`src/rtl/key_pulse_conditioner.sv`:
```
// Push-button front end: sync, debounce, press one-shot and
// optional hold-to-repeat for the five board buttons.
//
// Ports:
//   clk      - system clock
//   reset    - synchronous, active-high
//   btn_raw  - raw async buttons {R,L,D,U,C}
//   key_C    - centre press pulse (never repeats)
//   key_U/D/L/R - directional press/repeat pulses
//   key_held - debounced button levels {R,L,D,U,C}
module key_pulse_conditioner #(
  parameter int unsigned DEB_CYCLES   = 100000,
  parameter int unsigned REPEAT_DELAY = 50000000,
  parameter int unsigned REPEAT_RATE  = 10000000,
  parameter logic [4:0]  REPEAT_EN    = 5'b11110
) (
  input  logic       clk,
  input  logic       reset,
  input  logic [4:0] btn_raw,
  output logic       key_C,
  output logic       key_U,
  output logic       key_D,
  output logic       key_L,
  output logic       key_R,
  output logic [4:0] key_held
);

  localparam int unsigned DW =
    $clog2(DEB_CYCLES + 1);
  localparam int unsigned RMAX =
    (REPEAT_DELAY > REPEAT_RATE) ?
    REPEAT_DELAY : REPEAT_RATE;
  localparam int unsigned RW =
    $clog2(RMAX + 1);

  localparam logic [DW-1:0] DEB_LAST =
    DW'(DEB_CYCLES - 1);
  localparam logic [RW-1:0] DLY_LAST =
    RW'(REPEAT_DELAY - 1);
  localparam logic [RW-1:0] RATE_LAST =
    RW'(REPEAT_RATE - 1);

  typedef enum logic [1:0] {
    IDLE  = 2'd0,
    DELAY = 2'd1,
    RATE  = 2'd2
  } rep_state_t;

  logic [4:0]    s1;
  logic [4:0]    s2;
  logic [4:0]    held;
  logic [DW-1:0] cnt [5];
  logic [4:0]    rise;
  logic [4:0]    rep;
  logic [4:0]    key_q;

  // Synchronizer and per-bit debounce. Any sample that
  // agrees with the accepted level restarts the count.
  always_ff @(posedge clk) begin
    if (reset) begin
      s1   <= '0;
      s2   <= '0;
      held <= '0;
      for (int i = 0; i < 5; i++) begin
        cnt[i] <= '0;
      end
    end else begin
      s1 <= btn_raw;
      s2 <= s1;
      for (int i = 0; i < 5; i++) begin
        if (s2[i] == held[i]) begin
          cnt[i] <= '0;
        end else if (cnt[i] == DEB_LAST) begin
          held[i] <= s2[i];
          cnt[i]  <= '0;
        end else begin
          cnt[i] <= cnt[i] + DW'(1);
        end
      end
    end
  end

  // High exactly on the edge where held goes 0->1.
  always_comb begin
    rise = '0;
    for (int i = 0; i < 5; i++) begin
      rise[i] = ~held[i] & s2[i] &
                (cnt[i] == DEB_LAST);
    end
  end

  for (genvar g = 0; g < 5; g++) begin : g_key
    if (REPEAT_EN[g]) begin : g_rep
      rep_state_t    st;
      rep_state_t    st_n;
      logic [RW-1:0] rcnt;
      logic [RW-1:0] rcnt_n;
      logic          fire;

      always_ff @(posedge clk) begin
        if (reset) begin
          st   <= IDLE;
          rcnt <= '0;
        end else begin
          st   <= st_n;
          rcnt <= rcnt_n;
        end
      end

      always_comb begin
        st_n   = st;
        rcnt_n = rcnt;
        unique case (st)
          IDLE: begin
            if (rise[g]) begin
              st_n   = DELAY;
              rcnt_n = '0;
            end
          end
          DELAY: begin
            if (!held[g]) begin
              st_n   = IDLE;
              rcnt_n = '0;
            end else if (rcnt == DLY_LAST) begin
              st_n   = RATE;
              rcnt_n = '0;
            end else begin
              rcnt_n = rcnt + RW'(1);
            end
          end
          RATE: begin
            if (!held[g]) begin
              st_n   = IDLE;
              rcnt_n = '0;
            end else if (rcnt == RATE_LAST) begin
              rcnt_n = '0;
            end else begin
              rcnt_n = rcnt + RW'(1);
            end
          end
          default: begin
            st_n   = IDLE;
            rcnt_n = '0;
          end
        endcase
      end

      // A release in the firing cycle cancels the pulse.
      always_comb begin
        fire = 1'b0;
        unique case (1'b1)
          (st == DELAY): fire = held[g] &
                                (rcnt == DLY_LAST);
          (st == RATE):  fire = held[g] &
                                (rcnt == RATE_LAST);
          default:       fire = 1'b0;
        endcase
      end

      assign rep[g] = fire;
    end else begin : g_norep
      assign rep[g] = 1'b0;
    end
  end

  // Press and repeat are mutually exclusive per key:
  // rise needs held=0, fire needs held=1.
  always_ff @(posedge clk) begin
    if (reset) begin
      key_q <= '0;
    end else begin
      key_q <= rise | rep;
    end
  end

  assign key_C    = key_q[0];
  assign key_U    = key_q[1];
  assign key_D    = key_q[2];
  assign key_L    = key_q[3];
  assign key_R    = key_q[4];
  assign key_held = held;

endmodule

```
`config.mk`:
```
export PLATFORM = sky130hd
export DESIGN_NAME = key_pulse_conditioner
export DESIGN_NICKNAME = d
export VERILOG_FILES = /design/src/rtl/key_pulse_conditioner.sv
export SDC_FILE = /design/constraint.sdc
export NUM_CORES = 1
export LEC_CHECK = 0
export CORE_ASPECT_RATIO = 1.25
export CORE_UTILIZATION = 60
export CTS_CLUSTER_SIZE = 24
export DETAILED_ROUTE_END_ITERATION = 10
export DONT_BUFFER_PORTS = 1
export PLACE_DENSITY = 0.87
export SLEW_MARGIN = 20
export SYNTH_ARGS = -nofsm -noshare
export SYNTH_HDL_FRONTEND = slang
export SYNTH_SLANG_ARGS = --single-unit
```
`constraint.sdc`:
```
create_clock -name clk -period 3.2 [get_ports clk]
set_clock_uncertainty 0.15 [all_clocks]
set_input_delay 0.32 -clock clk [delete_from_list [all_inputs] [get_ports clk]]
set_output_delay 0.32 -clock clk [all_outputs]
set_load 0.1 [all_outputs]
```
# == Word-level counts from Yosys, hierarchy flattened ==
# Memories as Yosys holds them, arrays and structs flattened.
# Cells that the tools add are included.
# totals
register_bits,132
ramBits,85
output_inout_bits,10
n_memories,1
# classes
n_addsub,9
eq_ne,38
n_mux,120
bitwise,44
reduce_logical,13
# memory_table
name,words,width,read_ports,rd_ports_with_merged_regs,write_ports,line_no,rtl
cnt,5,17,5,0,5,52,logic [DW-1:0] cnt [5];
# ops
cell,count
2-to-1 mux 26 bit,20
case mux 26 bit (3 select lines),4
2-to-1 mux 17 bit,15
adder 26 x 1 -> 26 bit (second input constant),4
equality test 26 x 24 -> 1 bit (second input constant),4
equality test 26 bit (second input constant),4
adder 17 x 1 -> 17 bit (second input constant),5
equality test 17 bit (second input constant),5
2-to-1 mux 1 bit,57
2-to-1 mux 2 bit,16
case mux 2 bit (3 select lines),4
bitwise AND 1 bit,18
!= test 2 bit (second input constant),8
OR 1 bit,15
!= test 3 bit (second input constant),4
AND reduction 3 bit,4
NOT 1 bit,10
AND reduction 2 bit,5
equality test 2 x 1 -> 1 bit (second input constant),4
equality test 2 bit (second input constant),4
logical NOT 2 bit,4
case mux 1 bit (2 select lines),4
equality test 1 bit,5
OR 5 bit,1

# == Longest topological paths before layout ==
# An unclocked memory read counts as a cell.
# depth
ltp_word,8
depth_mapped,9
ltp_nobuf,8

# == Least setup slack after synthesis ==
# Ideal clock, no wire load.
# synth_timing
path_kind,register to register
start,register held[4] (netlist: key_held[4])
end,register g_key[4].g_rep.rcnt[15]
setup_ns,0.069
arrival_ns,2.491
slack_ns,0.490
stages_incl_launch_ff,7
n_path_buf,1
path_cell_list,dfxtp_1 -> o211ai_1 -> o22a_1 -> a211o_1 -> buf_2 -> or4_1 -> o21ai_1
# synth_via
elab_chain_cells,4
word_cells_on_any_way,7
# synth_rtl
item,line_no,rtl
from (decl),51,logic [4:0] held;
"from (signal, indexed assignment)",74,held[i] <= s2[i];
NOT 1 bit,87,rise[i] = ~held[i] & s2[i] &
bitwise AND 1 bit (2 in a row),87,
!= test 2 bit (no line),n/a,
to (signal assigned),106,rcnt <= rcnt_n;
to (decl),96,logic [RW-1:0] rcnt;
# Parallel ways exist; a longest one is shown, timed or not.
# A chain may end at the register's enable or synchronous reset.

==> impl_summary.txt <==
----------------------------------------------------
[Status]
  Status ... complete, but fails checks
  Violated checks ... DRC

[Clocking]
  Skew-Pair Late Insertion Delay ... 0.51 ns
  TritonCTS clock tree ... built
  Number of buffers added for setup after CTS ... 0
  CTS clk-pin slew, worst paths ... approximately 0.060 ns
  Number of CTS-inserted buffers ... 24
  H-tree levels ... 1
  Longest Clk Path Bufs ... 3
  Clock root buffer master ... clkbuf_16
  Number of sinks on the clock net ... 217

[Final layout]
  N_diodes ... 0
  Post-layout net count ... between 1,000 and 1,500
  Final-layout fill cell count ... between 1,000 and 1,500
  Finished Core Util ... 0.700
  Share of cells above drive strength 1 ... 0.0512
  Leading cell types in the layout, fill and taps excluded ... nor2_1 (174), dfxtp_1 (132), nand2_1 (97), edfxtp_1 (85), conb_1 (85)
  Register cell area after layout ... roughly 5200 um^2
  Multi-input gate area in the final layout ... 6090 um^2
  Most common cell after layout, fill and taps aside ... nor2_1
  Area growth from synthesis to layout ... 13.2%

[Power and ir drop]
  Ratio of total power to cell area ... around 480 nW/um^2
  Max VDD drop ... roughly 0.51 mV
  Total power ... 6.13 mW
  Static leakage ... roughly 4.4 nW

[Route]
  Via-to-Cell Ratio ... around 5.9
  Wire length after detailed routing ... 23,300 um
  Number of design rule violations left after detail routing ... 3
  Drt first-iter violations ... about 560
  Wire length per cell after detailed routing ... 14.8 um
  Vias ... around 9,200
  Antenna Nets Post-Route ... 0
  TritonRoute pass-1 iters ... 8

[Timing]
  Slack of the critical path ... approximately 0.3 ns
  Pins Over Slew Limit ... 0
  Slew of the pin with the lowest slew margin ... 0.950 ns
  Highest clock rate ... roughly 350 MHz
  Worst hold slack ... 0.0257 ns
  Setup-violating endpoint count in the final report ... 0
  Final critical-path required period ... 2.89 ns
  Max-Slew Margin vs Limit ... 0.366
  Total count of hold-check failures in the final report ... 0
  Unrepaired setup endpoints after global routing ... no
  Final setup TNS ... 0 ns
  Final Cycle Share ... 0.904

[Min path]
  Hold Startpoint ... reset
  Hold-critical path endpoint ... cnt[0][1]
  Min-delay worst type ... in -> reg
  Worst Hold Path Cells ... 2

[Global route]
  Pin count of the biggest net entering global routing ... 44
  Number of antenna violations at the first check in global routing ... 0
  Vias in the first global route ... roughly 9,100
  Remaining Overflow, GRT ... 0
  First-pass GRT wire length ... ~40,000 um
  Global router's overall resource usage ... 0.243

[Die]
  Area of the die ... just under 20,000 um^2
  Core region area ... ~18,000 um^2
  X dimension of the die ... 125 um
  Die height ... approximately 160 um
  Placement Rows ... 55
  Initial cell density of the core ... 0.618
  IO Pins ... 17

[Logic synthesis]
  Fraction of the yosys area taken by sequential cells ... 0.459
  Post-synthesis instance area ... about 11,000 um^2
  Cell taking the most area after synthesis ... dfxtp_1
  Warning count from the yosys run ... 0
  Fraction of post-synthesis cell area in the top cell type by area ... 0.234
  Ys async rst share ... 0
  Gate count after technology mapping ... 1,234
  EDFF count, synth ... 85
  Average instance area after synthesis ... about 9.2 um^2
  Main area contributors after synthesis ... dfxtp_1 (23%), edfxtp_1 (23%), nor2_1 (5.8%), xor2_1 (5.6%), xnor2_1 (4.2%)
  Yosys reg bits ... between 200 and 250
  Leading register cell type out of synthesis ... dfxtp_1
  Library cells used by synthesis ... 69

[Critical path]
  Setup crit start kind ... flop
  Arrival time at the worst endpoint ... between 3 and 4 ns
  Worst r2r src ... cnt[2][8]
  Worst Path Class, Setup ... reg -> reg
  Crit. End Element ... flop
  Critical register-to-register path endpoint ... g_key[2].g_rep.rcnt[18]
  Reg-to-reg slack, setup ... 0.31 ns
  Worst reg2reg path depth ... 5
  CP required ... 3.48 ns
  Max Fanout on Critical Path ... 14

[Place]
  Final weighted congestion in routability-driven placement ... ~0.85
  Post-detailed-placement half-perimeter wirelength ... approximately 16,000 um
  Worst-case setup slack after placement ... around 0.33 ns
  Port Buf Inserts ... 0

[Flow run]
  Max-cap violations ... 0

----------------------------------------------------
==> how the worst max path moves through the flow <==
stage                                 startpoint                      end  slack [ns]  cells past startpoint
after global routing      g_key[2].g_rep.rcnt[0]  g_key[2].g_rep.rcnt[10]        0.14                      8
after CTS                              cnt[2][8]  g_key[2].g_rep.rcnt[18]        0.32                      5
after detailed placement               cnt[2][8]  g_key[2].g_rep.rcnt[18]        0.33                      5
final                                  cnt[2][8]  g_key[2].g_rep.rcnt[18]        0.31                      5
after global placement                 cnt[2][8]  g_key[2].g_rep.rcnt[13]        0.37                      6
after floorplan                      key_held[4]  g_key[4].g_rep.rcnt[15]        0.49                      6
==> cell type report <==
class,instances,area share
timing repair buffer,25,0.0170
inverter,48,0.0141
tap,228,0.0223
clock buffer,38,0.0551
sequential,217,0.406
clock inverter,6,0.0102
multi-input combinational,1014,0.476
==> routing by layer <==
layer  GRT usage  vias to the layer above  wire (um)
met5           0                        -          0
met4      0.0835                        0        514
met3      0.0334                       44       1070
met2       0.468                      221      12200
met1       0.274                     4408       9510
li1            -                     4573          -
==> kinds of logic (layout without fill, tap and decap cells) <==
kind of cell / Yosys count / in the layout / synth area share
AOI/OAI and AO/OA: 152 / 152 / 0.0814
buffers and inverters: 87 / 117 / 0.0302
and+or+nand+nor: 616 / 616 / 0.294
muxes: 9 / 9 / 0.00808
other: 1 / 85 / 0.000332
DFF: 217 / 217 / 0.459
xor gates and xnor gates: 126 / 126 / 0.0976
adders and majority gates: 26 / 26 / 0.0288
==> synth_stat cells, drive strengths merged, types with 22 or more instances <==
cell type	n
nor2	174
dfxtp	132
nand2	97
edfxtp	85
nand3	73
xor2	72
nand4	59
xnor2	54
o21ai	49
inv	48
a21oi	46
or3	40
and3	33
clkbuf	29
ha	26
nor4	22
==> stage by stage <==
stage / cell area, um^2 / std cells
finish: 12800 / 1576
global route: 12800 / 1576
CTS: 12800 / 1576
detailed placement: 11900 / 1524
global placement: 11900 / 1524
floorplan: 11600 / 1318
==> flip-flops by register name (all words and copies together) (netlist names) <==
| name | count |
|---|---|
| g_key.g_rep.rcnt | 104 |
| cnt | 85 |
| s1 | 5 |
| key_held | 5 |
| s2 | 5 |
| key_q | 5 |
| g_key.g_rep.st | 8 |
==> what timing repair did <==
action                                 4_1_cts  5_1_grt
endpoints found under the hold margin       45        0
hold buffers                                 8        0
resized for setup                            0        0
==> power by group <==
part | leakage (nW) | internal (mW) | switching (mW)
clock | 0.405 | 1.83 | 1.05
combinational | 2.08 | 0.0952 | 0.163
sequential | 1.94 | 2.93 | 0.0639
total | 4.43 | 4.86 | 1.27
==> critical path, cell delays in order (launching register included) <==
cell	delay (ns)
edfxtp_1	0.45
or4bb_1	0.55
or4_4	0.57
o21a_1	0.40
or4b_1	0.54
a31oi_1	0.16
Power figures use the tool's default switching activity.
